==> config.mk <==
export PLATFORM = sky130hd
export DESIGN_NAME = step_ramp_generator
export DESIGN_NICKNAME = d
export VERILOG_FILES = /design/src/rtl/step_ramp_generator_pkg.sv /design/src/rtl/step_ramp_generator_timer.sv /design/src/rtl/step_ramp_generator.sv
export SDC_FILE = /design/constraint.sdc
export NUM_CORES = 1
export LEC_CHECK = 0
export BUFFER_PORTS_ARGS = -buffer_cell sky130_fd_sc_hd__buf_2
export CAP_MARGIN = 10
export CORE_MARGIN = 2
export CORE_UTILIZATION = 63
export DETAILED_ROUTE_END_ITERATION = 7
export PLACE_DENSITY = 0.9
export SLEW_MARGIN = 40
export SYNTH_ARGS = -nofsm -noshare
export SYNTH_HDL_FRONTEND = slang
export SYNTH_SLANG_ARGS = --single-unit
export TNS_END_PERCENT = 10
==> constraint.sdc <==
create_clock -name clk -period 8.9 [get_ports clk]
set_clock_uncertainty 0.1 [all_clocks]
set_input_delay 0.89 -clock clk [delete_from_list [all_inputs] [get_ports clk]]
set_output_delay 0.89 -clock clk [all_outputs]
set_load 0.005 [all_outputs]
==> src/rtl/step_ramp_generator_pkg.sv <==
// Shared definitions for the trapezoidal step-rate generator.
package step_ramp_generator_pkg;

    localparam int CNT_W_DEF = 16;
    localparam int PER_W_DEF = 24;

    localparam logic [1:0] ST_IDLE   = 2'd0;
    localparam logic [1:0] ST_ACCEL  = 2'd1;
    localparam logic [1:0] ST_CRUISE = 2'd2;
    localparam logic [1:0] ST_DECEL  = 2'd3;

    typedef enum logic [1:0] {
        IDLE   = ST_IDLE,
        ACCEL  = ST_ACCEL,
        CRUISE = ST_CRUISE,
        DECEL  = ST_DECEL
    } state_t;

endpackage

==> src/rtl/step_ramp_generator_timer.sv <==
// Loadable down-counter; expire is high in the cycle the count sits at 1,
// so a value of P loaded at one edge yields an expiry edge P cycles later.
module step_interval_timer #(
    parameter int PER_W = 24
) (
    input  logic             clk,
    input  logic             rst,
    input  logic             load,
    input  logic [PER_W-1:0] load_val,
    input  logic             run,
    output logic             expire
);

    logic [PER_W-1:0] cnt;

    assign expire = run && (cnt == PER_W'(1));

    // Load wins over counting; the count parks at zero once it runs out.
    always_ff @(posedge clk or negedge rst) begin
        if (!rst)
            cnt <= '0;
        else if (load)
            cnt <= load_val;
        else if (run && (cnt != '0))
            cnt <= cnt - PER_W'(1);
    end

endmodule

==> src/rtl/step_ramp_generator.sv <==
// Trapezoidal step-rate generator: accelerate, cruise, decelerate.
//
//  state  | meaning
//  IDLE   | waiting for start; done pulse and zero-count moves finish here
//  ACCEL  | shortening the interval by ramp_delta each step
//  CRUISE | interval held at min_period
//  DECEL  | lengthening the interval back towards start_period
module step_ramp_generator
    import step_ramp_generator_pkg::*;
#(
    parameter int CNT_W = CNT_W_DEF,
    parameter int PER_W = PER_W_DEF
) (
    input  logic             clk,
    input  logic             rst,
    input  logic             start,
    input  logic             stop,
    input  logic [CNT_W-1:0] step_count,
    input  logic [PER_W-1:0] start_period,
    input  logic [PER_W-1:0] min_period,
    input  logic [PER_W-1:0] ramp_delta,
    output logic             make_step,
    output logic             busy,
    output logic             done,
    output logic [PER_W-1:0] cur_period
);

    state_t           state, state_n;
    logic [CNT_W-1:0] rem, rem_n, acc, acc_n;
    logic [PER_W-1:0] per, per_n, sp_q, sp_n, mp_q, mp_n, dl_q, dl_n;
    logic             busy_q, busy_n, last_q, last_n, done_q, done_n, step_q, step_n;
    logic             tmr_load, tmr_exp;

    logic [PER_W-1:0] sp_in, mp_in, mp_clamp, per_up, per_dn;
    logic [CNT_W-1:0] rem_dec, rem_strobe, rem_clip, acc_up, acc_dn;

    // Input sanitising: zero periods act as 1, cruise never slower than start.
    assign sp_in    = (start_period == '0) ? PER_W'(1) : start_period;
    assign mp_in    = (min_period == '0) ? PER_W'(1) : min_period;
    assign mp_clamp = (mp_in > sp_in) ? sp_in : mp_in;

    // Saturating ramp arithmetic; per always lies within [mp_q, sp_q].
    assign per_up = ((sp_q - per) > dl_q) ? per + dl_q : sp_q;
    assign per_dn = ((per > mp_q) && ((per - mp_q) > dl_q)) ? per - dl_q : mp_q;

    // rem may already be 0 when a stop truncated the move during the first
    // interval; that strobe is then the final one.
    assign rem_dec    = (rem == '0) ? '0 : rem - CNT_W'(1);
    assign rem_strobe = (stop && (acc < rem_dec)) ? acc : rem_dec;
    assign rem_clip   = (acc < rem) ? acc : rem;
    assign acc_up     = (acc == '1) ? acc : acc + CNT_W'(1);
    assign acc_dn     = (acc == '0) ? acc : acc - CNT_W'(1);

    step_interval_timer #(.PER_W(PER_W)) u_timer (
        .clk      (clk),
        .rst      (rst),
        .load     (tmr_load),
        .load_val (per_n),
        .run      (busy_q && !last_q),
        .expire   (tmr_exp)
    );

    // State and datapath registers.
    always_ff @(posedge clk or negedge rst) begin
        if (!rst) begin
            state  <= IDLE;
            rem    <= '0;
            acc    <= '0;
            per    <= '0;
            sp_q   <= '0;
            mp_q   <= '0;
            dl_q   <= '0;
            busy_q <= 1'b0;
            last_q <= 1'b0;
            done_q <= 1'b0;
            step_q <= 1'b0;
        end else begin
            state  <= state_n;
            rem    <= rem_n;
            acc    <= acc_n;
            per    <= per_n;
            sp_q   <= sp_n;
            mp_q   <= mp_n;
            dl_q   <= dl_n;
            busy_q <= busy_n;
            last_q <= last_n;
            done_q <= done_n;
            step_q <= step_n;
        end
    end

    // Next-state, step bookkeeping and ramp decisions.
    always_comb begin
        state_n  = state;
        rem_n    = rem;
        acc_n    = acc;
        per_n    = per;
        sp_n     = sp_q;
        mp_n     = mp_q;
        dl_n     = dl_q;
        busy_n   = busy_q;
        last_n   = last_q;
        done_n   = 1'b0;
        step_n   = 1'b0;
        tmr_load = 1'b0;

        if (last_q) begin
            // last_q marks the cycle between the final strobe (or a
            // zero-count start) and the done pulse.
            done_n  = 1'b1;
            busy_n  = 1'b0;
            last_n  = 1'b0;
            state_n = IDLE;
        end else if (state == IDLE) begin
            if (start) begin
                sp_n  = sp_in;
                mp_n  = mp_clamp;
                dl_n  = ramp_delta;
                rem_n = step_count;
                acc_n = '0;
                per_n = sp_in;
                if (step_count == '0) begin
                    last_n = 1'b1;
                end else begin
                    busy_n   = 1'b1;
                    state_n  = ACCEL;
                    tmr_load = 1'b1;
                end
            end
        end else if (tmr_exp) begin
            step_n = 1'b1;
            rem_n  = rem_strobe;
            if (rem_strobe == '0) begin
                last_n = 1'b1;
            end else if (rem_strobe <= acc) begin
                state_n  = DECEL;
                per_n    = per_up;
                acc_n    = acc_dn;
                tmr_load = 1'b1;
            end else if (state == ACCEL) begin
                per_n    = per_dn;
                acc_n    = acc_up;
                tmr_load = 1'b1;
                if (per_dn == mp_q)
                    state_n = CRUISE;
            end else begin
                tmr_load = 1'b1;
            end
        end else if (stop) begin
            rem_n = rem_clip;
        end
    end

    assign make_step  = step_q;
    assign busy       = busy_q;
    assign done       = done_q;
    assign cur_period = per;

endmodule

=== Word level (Yosys, flattened, before mapping) ===
Index checks and enable logic that the tools add are counted.

* Register bits after elaboration: 158
* Input bits: 92
* Output and inout port bits: 27
* Word-level logic and storage cells: 127

* $add $sub $neg: 8
* Order comparisons: 7
* Equal/unequal tests: 12
* Multiplexer cells: 58
* Bitwise logic cells: 1
* Reductions and logical operators: 29

{| class="wikitable"
|+ Operators with widths
! cell !! number
|-
| 24-bit two-way mux || 14
|-
| 16-bit two-way mux || 15
|-
| 24-bit > comparator || 4
|-
| 24-bit subtractor || 3
|-
| 16-bit logical NOT || 4
|-
| 24-bit logical NOT || 2
|-
| 16-bit less-than comparator || 2
|-
| 16-bit by 1-bit subtractor with 16-bit output (second input constant) || 2
|-
| 24-bit adder || 1
|-
| 24-bit by 1-bit equality test with 1-bit output (second input constant) || 1
|-
| 24-bit equality test || 1
|-
| 24-bit nonzero test || 1
|-
| 24-bit by 1-bit subtractor with 24-bit output (second input constant) || 1
|-
| 1-bit two-way mux || 20
|-
| 2-bit two-way mux || 9
|-
| 16-bit by 1-bit adder with 16-bit output (second input constant) || 1
|-
| 16-bit equality test (second input constant) || 1
|-
| 16-bit less-or-equal comparator || 1
|-
| 3-bit inequality test (second input constant) || 4
|-
| 3-bit nonzero test || 4
|-
| 2-bit nonzero test || 4
|-
| 4-bit nonzero test || 2
|-
| 7-bit AND reduction || 1
|-
| 2-bit inequality test (second input constant) || 3
|-
| other kinds (9) || 14
|}

=== Logic depth before layout (Yosys ltp) ===
Gate-level depths: netlist of the first run.

* Word-level depth: 12
* Depth in mapped cells: 37
* Depth with buffers taken out: 34

=== Modules after synthesis ===
Synthesis of the first run repeated with hierarchy kept, for this count alone.

* Cell total of the unflattened synthesis: 2345
* Area total of the unflattened synthesis: 18380.1 um^2

{| class="wikitable"
|+ Modules (own cells, without submodules)
! module !! times used !! cells each !! area an instance (um^2) !! seq. area each (um^2)
|-
| step_ramp_generator || 1 || 2188 || 16829.9 || 3353.2
|-
| step_interval_timer || 1 || 157 || 1550.2 || 600.6
|}

=== Least setup slack after synthesis of the first run ===
No wires, ideal clock.

* Path type: register to register
* Start point: register rem[0]
* End point: register acc[15]
* Setup time: 127 ps
* Arrival time: 7621 ps
* Required time: 8673 ps
* Slack: 1052 ps
* Stages on the path, launching flop included: 37
* Path buffers: 3
* Period minus slack after synthesis: 7848 ps
* Cells stage by stage: dfrtp_1 -> clkbuf_1 -> inv_1 -> ha_1 -> nor3b_4 -> nand3_2 -> nor4_4 -> clkbuf_1 -> a21oi_1 -> inv_1 -> ha_1 -> a21o_1 -> a211o_1 -> a2111oi_0 -> o21ai_1 -> clkbuf_1 -> nand2_1 -> o21ai_1 -> ha_1 -> a21o_1 -> a21oi_1 -> o221ai_1 -> o211ai_1 -> a21oi_1 -> clkinv_1 -> ha_1 -> a21o_1 -> a21o_1 -> a2111o_1 -> nand3_1 -> a31oi_1 -> a221o_1 -> a21oi_1 -> xnor2_1 -> nand2_1 -> a21oi_1 -> o21ai_0

* Longest elaborated chain between the ends: 10
* Elaborated cells between the ends (all ways): 17
* Those cells by class: add/sub: 1; order compare: 2; eq/ne: 3; mux: 6; reduce/logical: 5

{| class="wikitable"
|+ RTL lines
! what !! line !! source
|-
| start, declared || step_ramp_generator.sv:29 || <nowiki>logic [CNT_W-1:0] rem, rem_n, acc, acc_n;</nowiki>
|-
| start signal, assigned || step_ramp_generator.sv:79 || <nowiki>rem <= rem_n;</nowiki>
|-
| 16-bit by 1-bit subtractor with 16-bit output / 16-bit logical NOT (equally long branches) || step_ramp_generator.sv:48 || <nowiki>assign rem_dec = (rem == '0) ? '0 : rem - CNT_W'(1);</nowiki>
|-
| 16-bit two-way mux (*) || step_ramp_generator.sv:48 ||
|-
| 16-bit less-than comparator || step_ramp_generator.sv:49 || <nowiki>assign rem_strobe = (stop && (acc < rem_dec)) ? acc : rem_dec;</nowiki>
|-
| 1-bit logical AND || step_ramp_generator.sv:49 ||
|-
| 16-bit two-way mux (*) || step_ramp_generator.sv:49 ||
|-
| 16-bit less-or-equal comparator || step_ramp_generator.sv:135 || <nowiki>end else if (rem_strobe <= acc) begin</nowiki>
|-
| 16-bit two-way mux || step_ramp_generator.sv:135 ||
|-
| 16-bit two-way mux || step_ramp_generator.sv:133 || <nowiki>if (rem_strobe == '0) begin</nowiki>
|-
| 16-bit two-way mux || step_ramp_generator.sv:130 || <nowiki>end else if (tmr_exp) begin</nowiki>
|-
| 16-bit two-way mux || step_ramp_generator.sv:114 || <nowiki>end else if (state == IDLE) begin</nowiki>
|-
| end signal, assigned || step_ramp_generator.sv:80 || <nowiki>acc <= acc_n;</nowiki>
|-
| end, declared || step_ramp_generator.sv:29 ||
|}

Mark *: on every way between the ends. The rest lies on a longest branch, timed or not. The select of a mux whose other input is x is not followed.
A chain may end at the register's enable or synchronous reset.

=== Worst setup path in the final report of the first run ===
Same ends and word-level chain as after synthesis.

==> summary.md, run 1 <==
| Metric | Value |
|---|---|
| Commonest cells post-synth | `253 x nand2_1, 231 x ha_1, 174 x inv_1, 166 x nor2_1, 158 x dfrtp_1` |
| Post-synthesis cell type count | `between 80 and 90` |
| Clk buf depth | `2` |
| Worst path max stage delay | `approximately 0.58 ns` |
| Full die area | `0.0292 mm²` |
| Yosys top cell by area | `dfrtp_1` |
| Core Box Area | `around 0.028 mm²` |
| Final Wtd Congestion | `a little over 1` |
| Cell depth of the worst flop-to-flop path | `32` |
| Number of setup buffers added after CTS | `0` |
| Final Hold Vio Count | `0` |
| Post-Syn Area per Cell | `approximately 7.9 µm²` |
| First-pass GRT wire length | `90,400 µm` |
| Final setup fails | `0` |
| Initial antenna violation count | `3` |
| CTS Buf Count | `17` |
| Mapped Cells | `2,230` |
| R2r startpoint | `rem[0]` |
| Wire length per cell | `21.8 µm` |
| Fraction of registers with async set/reset | `between 90% and 100%` |
| Gate power share | `approximately 11%` |
| Pleak | `0.00941 µW` |
| Ys Warns | `0` |
| Top-area cell type share of the netlist area | `a little under a quarter` |
| Post-Synthesis Net Count | `around 2,600` |
| Max Cap Viol | `0` |
| Crit-path max FO | `32` |
| Vias | `17,600` |
| Setup WS pre-CTS | `between 0.7 and 0.8 ns` |
| Post-Syn Area | `between 0.015 and 0.02 mm²` |
| Top Ports | `~120` |
| Count leader, synth | `nand2_1` |
| Crit end category | `flop` |
| P_sw | `499 µW` |
| Clock sinks | `about 160` |
| CP Launch Type | `flop` |
| CTS tree | `done` |
| Grt ovf | `0` |
| Sequential Power Share | `between 40% and 50%` |
| Share of layout cells above drive strength 1 | `about a tenth` |
| PwrDens | `~88 mW/mm²` |
| DRT Pass-1 Iters | `7` |
| Via count of the first global-routing pass | `around 17,000` |
| Largest net degree at the start of global routing | `90` |
| Std cell rows | `between 60 and 70` |
| Die H | `171 µm` |
| Hold/Removal Path Class | `in -> async` |
| DRT antenna net count | `0` |
| Final wirelength | `a little under 60,000 µm` |
| R2R Setup Slk | `0.59 ns` |
| Number of port buffers | `around 120` |
| Synth area leaders | `dfrtp_1 23%, ha_1 16%, nand2_1 5.4%` |
| FF+latch count, synth | `158` |
| Chip width | `between 150 and 200 µm` |
| Sw frac | `about 30%` |
| # hold bufs at CTS | `0` |
| Via density | `6.62` |
| Post-synth EDFFs | `0` |
| Gr usage total | `40.0%` |
| WS Path Type | `reg -> reg` |
| Worst slew margin | `41.1%` |
| Worst Slack Setup Final | `roughly 0.59 ns` |
| Ys flop type | `dfrtp_1` |
| Clock power share | `a little under half` |
| Max frequency | `120 MHz` |
| Required @ worst endpoint | `about 9.1 ns` |
| RSZ-0062 raised after global routing | `no` |
| Post-route clock period utilization | `between 90% and 100%` |
| Post-CTS sizing | `0` |
| Post-layout net count | `approximately 2,600` |
| Fin. max-slew vios | `0` |
| Crit-path slowest cell | `nor4_4` |
| Post-layout min period | `just over 8 ns` |
| Clock Tree Root | `clkbuf_16` |
| CTS HTree Levels | `4` |
| Critical path arrival | `8.54 ns` |
| Worst Max-Slew Pin Slew | `around 0.9 ns` |
| Final HPWL DP | `around 46,000 µm` |
| Worst setup path start | `rem[0]` |
| Register area share after synthesis | `22.5%` |
| VDD IR-drop max | `about 0.14 mV` |
| Clk_lat worst skew | `between 0.4 and 0.5 ns` |
| DRC viols | `0` |
| Initial DRC count | `~1,600` |
| Starting Density | `63.5%` |
| Setup_tns | `0 ns` |
| P&R area growth vs syn | `8.25%` |
| Clk pin slew, worst setup/hold paths | `~0.080 ns` |
| Pint | `approximately 1200 µW` |
| RR Endpoint | `acc[15]` |
| Status | `finished clean` |
-- how the worst max path moves through the flow --
stage,end,slack (ns),cells after the start
after floorplan,acc[15],1.05,36
after global routing,acc[15],0.12,34
after detailed placement,acc[15],0.79,32
after global placement,acc[15],0.53,32
final,acc[15],0.59,32
after CTS,acc[15],0.75,32
-- power groups by stage --
stage / Sequential [µW] / Combinational (µW) / Clock (µW)
after floorplan: 733 / 106 / 0
after global placement: 733 / 176 / 0
after detailed placement: 733 / 185 / 0
after CTS: 719 / 186 / 756
after global routing: 719 / 208 / 784
final: 719 / 190 / 757
-- area by class of cell --
type                    instances  area, µm²
multi-input cells            1782      12600
fillers                      2268       8640
flip-flops and latches        158       3950
repair buffers                135        738
inverters                     176        661
well taps                     378        473
clock buffers                  17        425
clock inverters                15        173
diodes                          3       7.51
-- layout by cell type, fill, tap and decap left out, types with 40 or more instances in the layout --
| cell | netlist | final |
|---|---|---|
| mux2i_1 | 65 | 65 |
| nor2_1 | 166 | 164 |
| xnor2_1 | 95 | 95 |
| ha_1 | 231 | 231 |
| nand3_1 | 50 | 50 |
| nor3_1 | 47 | 47 |
| nand2_1 | 253 | 253 |
| o21ai_0 | 151 | 151 |
| a21o_1 | 47 | 47 |
| a21oi_1 | 146 | 145 |
| xor2_1 | 40 | 40 |
| inv_1 | 174 | 174 |
| dfrtp_1 | 158 | 158 |
| buf_2 | 17 | 117 |
| nand4_1 | 41 | 41 |
-- stage by stage --
stage | std cells | hold slack, ns | utilization, % | cell area [µm²] | total power, µW
4_1_cts | 2660 | 0.415 | 68.6 | 19000 | 1660
2_1_floorplan | 2230 | 0.252 | - | 17500 | 839
3_3_place_gp | 2627 | 0.361 | 66.3 | 18300 | 909
5_1_grt | 2661 | 0.427 | 68.7 | 19000 | 1710
3_5_place_dp | 2628 | 0.399 | 66.5 | 18400 | 918
6_report | 2664 | 0.381 | 68.7 | 19000 | 1670
-- routing by layer --
| metal | wire, µm | global-route usage (%) | up-vias |
|---|---|---|---|
| met3 | 5460 | 6.45 | 284 |
| li1 | - | - | 8065 |
| met2 | 26600 | 65.1 | 1034 |
| met1 | 21500 | 48.3 | 8259 |
| met5 | 0 | 0 | - |
| met4 | 4570 | 28.4 | 0 |
-- critical path: cells and delay by family (launching register included) --
kind | cells | cell delay (ns)
flip-flops | 1 | 0.53
AND/OR/NAND/NOR | 6 | 1.57
buffers and inverters | 4 | 0.61
adder cells (fa/ha/maj) | 4 | 1.19
XOR/XNOR | 1 | 0.16
AO/OA/AOI/OAI | 17 | 3.99
-- cell families (layout without fill, tap and decap cells) --
| kind of cell | count (synthesis) | after routing | share of synthesized area, % |
|---|---|---|---|
| other cells | 0 | 3 | 0 |
| buf+inv | 290 | 343 | 6.33 |
| flops | 158 | 158 | 22.5 |
| fa+ha+maj | 236 | 236 | 17.0 |
| compound gates | 582 | 582 | 21.3 |
| simple gates | 728 | 728 | 19.9 |
| xor+xnor | 138 | 138 | 7.09 |
| mux | 98 | 98 | 5.85 |
-- sequential cells by signal, summed over array words and instances, names as in the netlist --
register and count:
mp_q 24, dl_q 24, sp_q 24, make_step 1, cur_period 24, busy 1
last_q 1, done 1, rem 16, u_timer.cnt 24, acc 16, state 2
Power figures use the tool's default switching activity.
==> run 2: changes to the inputs <==
--- a/config.mk
+++ b/config.mk
@@ -5,7 +5,7 @@
 export SDC_FILE = /design/constraint.sdc
 export NUM_CORES = 1
 export LEC_CHECK = 0
-export BUFFER_PORTS_ARGS = -buffer_cell sky130_fd_sc_hd__buf_2
+export BUFFER_PORTS_ARGS = -buffer_cell sky130_fd_sc_hd__clkbuf_2
 export CAP_MARGIN = 10
 export CORE_MARGIN = 2
 export CORE_UTILIZATION = 63
==> run 2 against run 1 <==
Against the previous run: setup slack improved by 0.25 ns; sequential share of layout area about the same; critical path depth increased by 3; first-iteration DRC count increased by 11%; clock power increased by 3.7%; fmax increased by 3.1%; largest power group unchanged.
==> summary.md, run 2 (synthesis results as in run 1) <==
| Metric | Value |
|---|---|
| Pleak | `0.00942 µW (+0.13%)` |
| P&R area growth vs syn | `8.40%` |
| # hold bufs at CTS | `0 (unchanged)` |
| Post-CTS sizing | `0 (unchanged)` |
| Post-layout min period | `8.06 ns (-0.246 ns)` |
| DRT antenna net count | `0 (unchanged)` |
| Final HPWL DP | `45,100 µm (-1.5%)` |
| Clk buf depth | `2 (unchanged)` |
| Status | `finished clean` |
| Worst slew margin | `44.9% (+3.8 points)` |
| Crit-path slowest cell | `dfrtp_1` |
| Post-layout net count | `2,599 (+0.038%)` |
| Crit end category | `flop` |
| WS Path Type | `reg -> reg` |
| Final wirelength | `58,100 µm (about the same)` |
| Number of port buffers | `118 (unchanged)` |
| Grt ovf | `0 (unchanged)` |
| Clk_lat worst skew | `0.46 ns (about the same)` |
| Multi-input logic area | `0.0125 mm² (about the same)` |
| CP Launch Type | `flop` |
| VDD IR-drop max | `0.0891 mV (-37%)` |
| CTS HTree Levels | `4 (unchanged)` |
| Crit. path cell count | `35 (+9.4%)` |
| Cell depth of the worst flop-to-flop path | `35 (+9.4%)` |
| Share of layout cells above drive strength 1 | `10.4% (-0.048 points)` |
| Number of setup buffers added after CTS | `0 (unchanged)` |
| Std cell rows | `61 (unchanged)` |
| Worst path max stage delay | `0.51 ns (-0.07 ns)` |
| Via density | `6.64 (+0.24%)` |
| # fillers | `2,267 (-0.044%)` |
| Hold/Removal Path Class | `in -> async` |
| DRT Pass-1 Iters | `6 (-1)` |
| Post-route clock period utilization | `90.6% (-2.8 points)` |
| Commonest non-fill, non-tap cell in the layout | `nand2_1` |
| CTS Buf Count | `17 (unchanged)` |
| First-pass GRT wire length | `91,000 µm (+0.69%)` |
| Gr usage total | `40.2% (+0.25 points)` |
| Core Box Area | `0.0276 mm² (unchanged)` |
| Fin. max-slew vios | `0 (unchanged)` |
| Worst path top cell family by delay | `compound AO/OA/AOI/OAI gates` |
| CTS tree | `done` |
| Clock sinks | `158 (unchanged)` |
| Full die area | `0.0292 mm² (unchanged)` |
| Max Cap Viol | `0 (unchanged)` |
| Worst Max-Slew Pin Slew | `0.827 ns (-0.0493 ns)` |
| DRC viols | `0 (unchanged)` |
| Setup_tns | `0 ns (unchanged)` |
| Max frequency | `124 MHz (+3.1%)` |
| RSZ-0062 raised after global routing | `no` |
| Initial antenna violation count | `1 (-2)` |
| Initial DRC count | `1,801 (+11%)` |
| Critical path arrival | `8.29 ns (-0.25 ns)` |
| Worst hold slack | `0.375 ns (-0.00571 ns)` |
| Clk pin slew, worst setup/hold paths | `0.08 ns (about the same)` |
| Reg area | `0.00395 mm² (unchanged)` |
| Final Wtd Congestion | `1.04 (about the same)` |
| Via count of the first global-routing pass | `17,200 (-0.0058%)` |
| Top Ports | `119 (unchanged)` |
| Chip width | `171 µm (unchanged)` |
| Most frequent cells in the layout | `253 x nand2_1, 231 x ha_1, 174 x inv_1` |
| Die H | `171 µm (unchanged)` |
| Largest net degree at the start of global routing | `90 (unchanged)` |
| Vias | `17,700 (+0.20%)` |
| Crit-path max FO | `32 (unchanged)` |
| PwrDens | `89.2 mW/mm² (+1.7%)` |
| Starting Density | `63.5% (unchanged)` |
| Worst Path Buf+Inv | `5 (+1)` |
| Clock Tree Root | `clkbuf_16` |
| Final Hold Vio Count | `0 (unchanged)` |
| Required @ worst endpoint | `9.13 ns (about the same)` |
| PnR Total Power | `1700 µW (+1.9%)` |
| Final setup fails | `0 (unchanged)` |
| Wire length per cell | `21.8 µm (about the same)` |
run 2: cell types whose count changed in the layout (fill, tap and decap cells not counted), moves of 2 or more:
cell and delta:
buf_2 -117, inv_8 -2, clkinv_8 -5, bufinv_16 +2, clkbuf_2 +117, clkbuf_8 +2, diode_2 -2
run 2: cell type report:
type                       instances  area share (%)
tap                              378            2.49
clock buffer                      19            2.38
timing repair buffer             136            4.07
antenna                            1          0.0132
sequential                       158            20.8
multi-input combinational       1782            66.0
clock inverter                    13           0.809
inverter                         176            3.47
run 2: where the power goes:
group / switching, µW / internal, µW / leakage (µW)
registers: 1.47 / 718 / 0.00205
logic: 118 / 74.2 / 0.00707
clock network: 350 / 435 / 0.000290
total: 469 / 1230 / 0.00942
run 2: per-layer routing:
layer	wire length, µm	vias up	share of wire, %	global-route usage, %
met1	21800	8280	38	48.9
met4	4210	0	7.2	26.7
li1	-	8048	-	-
met5	0	-	0	0
met3	5630	298	9.7	7.08
met2	26400	1052	46	65.7
run 2: path summary, 6_finish.rpt:
kind	from	to	slack, ns
hold reg to reg	sp_q[0]	sp_q[0]	0.39
max in group asynchronous	rst	cur_period[18]	7.12
min in group clk	sp_q[0]	sp_q[0]	0.39
hold / removal	rst	dl_q[18]	0.38
setup / recovery	rem[0]	acc[15]	0.84
setup reg to reg	rem[0]	acc[15]	0.84
run 2: stage by stage:
| step | area, µm² | utilization, % | cells | setup WS (ns) |
|---|---|---|---|---|
| final | 19000 | 68.8 | 2663 | 0.839 |
| after global routing | 19000 | 68.8 | 2662 | 0.137 |
| after CTS | 19000 | 68.7 | 2660 | 0.768 |
| after detailed placement | 18400 | 66.5 | 2628 | 0.762 |
| after global placement | 18300 | 66.3 | 2626 | 0.713 |
| after floorplan | 17500 | - | 2230 | 1.05 |
==> run 3: changes to the inputs <==
--- a/config.mk
+++ b/config.mk
@@ -10,6 +10,7 @@
 export CORE_MARGIN = 2
 export CORE_UTILIZATION = 63
 export DETAILED_ROUTE_END_ITERATION = 7
+export MAX_ROUTING_LAYER = met4
 export PLACE_DENSITY = 0.9
 export SLEW_MARGIN = 40
 export SYNTH_ARGS = -nofsm -noshare
==> run 3 against run 2 <==
Against the previous run: sequential power barely moved; fmax fell by 1.5%; register-to-register slack got worse by 0.12 ns.
==> summary.md, run 3 (synthesis results as in run 1) <==
| Metric | Value |
|---|---|
| Full die area | `0.0292 mm² (unchanged)` |
| Std cell rows | `61 (unchanged)` |
| Crit-path max FO | `32 (unchanged)` |
| Final Hold Vio Count | `0 (unchanged)` |
| Crit end category | `flop` |
| Clk pin slew, worst setup/hold paths | `0.09 ns (about the same)` |
| Initial DRC count | `1,825 (+1.3%)` |
| R2R Setup Slk | `0.72 ns (-0.12 ns)` |
| Final setup fails | `0 (unchanged)` |
| Worst path max stage delay | `0.63 ns (+0.12 ns)` |
| Commonest non-fill, non-tap cell in the layout | `nand2_1` |
| Fin. max-slew vios | `0 (unchanged)` |
| Core Box Area | `0.0276 mm² (unchanged)` |
| Clk_lat worst skew | `0.46 ns (about the same)` |
| Clk buf depth | `2 (unchanged)` |
| Chip width | `171 µm (unchanged)` |
| Fin area | `0.0190 mm² (about the same)` |
| Final wirelength | `58,600 µm (+0.88%)` |
| Setup_tns | `0 ns (unchanged)` |
| WS Path Type | `reg -> reg` |
| PwrDens | `88.5 mW/mm² (-0.83%)` |
| Final HPWL DP | `46,200 µm (+2.5%)` |
| CP Launch Type | `flop` |
| Gr usage total | `41.3% (+1.1 points)` |
| Sequential Power Share | `42.8% (+0.4 points)` |
| R2r startpoint | `rem[1]` |
| Most frequent cells in the layout | `253 x nand2_1, 231 x ha_1, 174 x inv_1` |
| Area after DPL | `0.0184 mm² (+0.14%)` |
| Via density | `6.53 (-1.6%)` |
| Max Cap Viol | `0 (unchanged)` |
| Via count of the first global-routing pass | `16,600 (-3.4%)` |
| Number of setup buffers added after CTS | `0 (unchanged)` |
| DRC viols | `0 (unchanged)` |
| Largest net degree at the start of global routing | `90 (unchanged)` |
| Wire length per cell | `22.0 µm (+0.73%)` |
| Vias | `17,400 (-1.5%)` |
| CP most frequent cell | `ha_1` |
| RSZ-0062 raised after global routing | `no` |
| Max frequency | `122 MHz (-1.5%)` |
| Die H | `171 µm (unchanged)` |
| CTS Buf Count | `17 (unchanged)` |
| Worst slew margin | `43.2% (-1.7 points)` |
| Share of layout cells above drive strength 1 | `10.4% (+0.035 points)` |
| Initial antenna violation count | `3 (+2)` |
| Pleak | `0.00943 µW (about the same)` |
| VDD IR-drop max | `0.122 mV (+37%)` |
| DRT antenna net count | `0 (unchanged)` |
| Post-layout net count | `2,601 (+0.077%)` |
| Hold/Removal Path Class | `in -> async` |
| Critical path arrival | `8.41 ns (+0.12 ns)` |
| DRT Pass-1 Iters | `6 (unchanged)` |
| Required @ worst endpoint | `9.13 ns (about the same)` |
| Gate power share | `11.6% (+0.3 points)` |
| Clock power share | `45.6% (-0.7 points)` |
| Post-layout min period | `8.18 ns (+0.120 ns)` |
| Clock Tree Root | `clkbuf_16` |
| Top Ports | `119 (unchanged)` |
| Status | `finished clean` |
| Post-route clock period utilization | `91.9% (+1.3 points)` |
| Starting Density | `63.5% (unchanged)` |
| RR Endpoint | `acc[15]` |
| First-pass GRT wire length | `89,900 µm (-1.3%)` |
| Clock sinks | `158 (unchanged)` |
| Worst Max-Slew Pin Slew | `0.842 ns (+0.0146 ns)` |
| Cell depth of the worst flop-to-flop path | `34 (-2.9%)` |
| Pint | `1200 µW (-2.5%)` |
| CTS tree | `done` |
| Number of port buffers | `118 (unchanged)` |
| P&R area growth vs syn | `8.33% (about the same)` |
| Post-CTS sizing | `0 (unchanged)` |
| # hold bufs at CTS | `0 (unchanged)` |
| Grt ovf | `0 (unchanged)` |
| Sw frac | `28.9% (+1.2 points)` |
| P_sw | `485 µW (+3.4%)` |
| Crit-path slowest cell | `a211oi_1` |
| CTS HTree Levels | `4 (unchanged)` |
| Final Wtd Congestion | `1.06 (+2.4%)` |
## run 3: cell types whose count changed in the layout (fill, tap and decap cells not counted), moves of 2 or more
cell,delta
buf_4,+2
clkinvlp_4,-3
diode_2,+2
inv_8,+2
## run 3: power groups by stage
stage	clock, µW	sequential (µW)	combinational (µW)
5_1_grt	796	719	212
2_1_floorplan	0	733	106
3_3_place_gp	0	734	179
6_report	767	720	195
3_5_place_dp	0	734	190
4_1_cts	767	720	192
## run 3: area by class of cell
cell class,instances,area (µm²)
clock inverters,14,146
flip-flops and latches,158,3950
clock buffers,18,439
multi-input cells,1782,12600
repair buffers,138,772
diodes,3,7.51
fillers,2306,8620
well taps,378,473
inverters,176,661
## run 3: metal layers
layer	part of all wire (%)	GRT usage (%)	wire length (µm)	vias to the layer above
li1	-	-	-	8081
met1	38	48.6	22300	8215
met2	47	68.0	27700	911
met3	8.7	6.41	5120	211
met4	5.9	22.7	3430	0
met5	0	-	0	-
## run 3: critical path: cells and delay by family (launching register included)
family                   cells  cell delay, ns
adder cells (fa/ha/maj)      4            1.16
buffers and inverters        5            0.79
flip-flops                   1            0.43
AND/OR/NAND/NOR              7            1.69
XOR/XNOR                     1            0.16
AO/OA/AOI/OAI               17            3.71
## run 3: how the worst max path moves through the flow
stage	from	end	slack, ns
floorplan	rem[0]	acc[15]	1.05
global placement	rem[0]	acc[15]	0.96
detailed placement	rem[1]	acc[15]	0.79
CTS	rem[1]	acc[15]	0.78
global route	rem[1]	acc[15]	0.18
finish	rem[1]	acc[15]	0.72
## run 3: per-stage QoR
| step | util (%) | hold slack (ns) | instances | power (µW) | setup slack, ns |
|---|---|---|---|---|---|
| global placement | 66.4 | 0.366 | 2630 | 913 | 0.961 |
| CTS | 68.7 | 0.387 | 2664 | 1680 | 0.779 |
| finish | 68.8 | 0.374 | 2667 | 1680 | 0.719 |
| global route | 68.8 | 0.423 | 2667 | 1730 | 0.184 |
| detailed placement | 66.6 | 0.371 | 2632 | 923 | 0.790 |
| floorplan | - | 0.252 | 2230 | 839 | 1.05 |
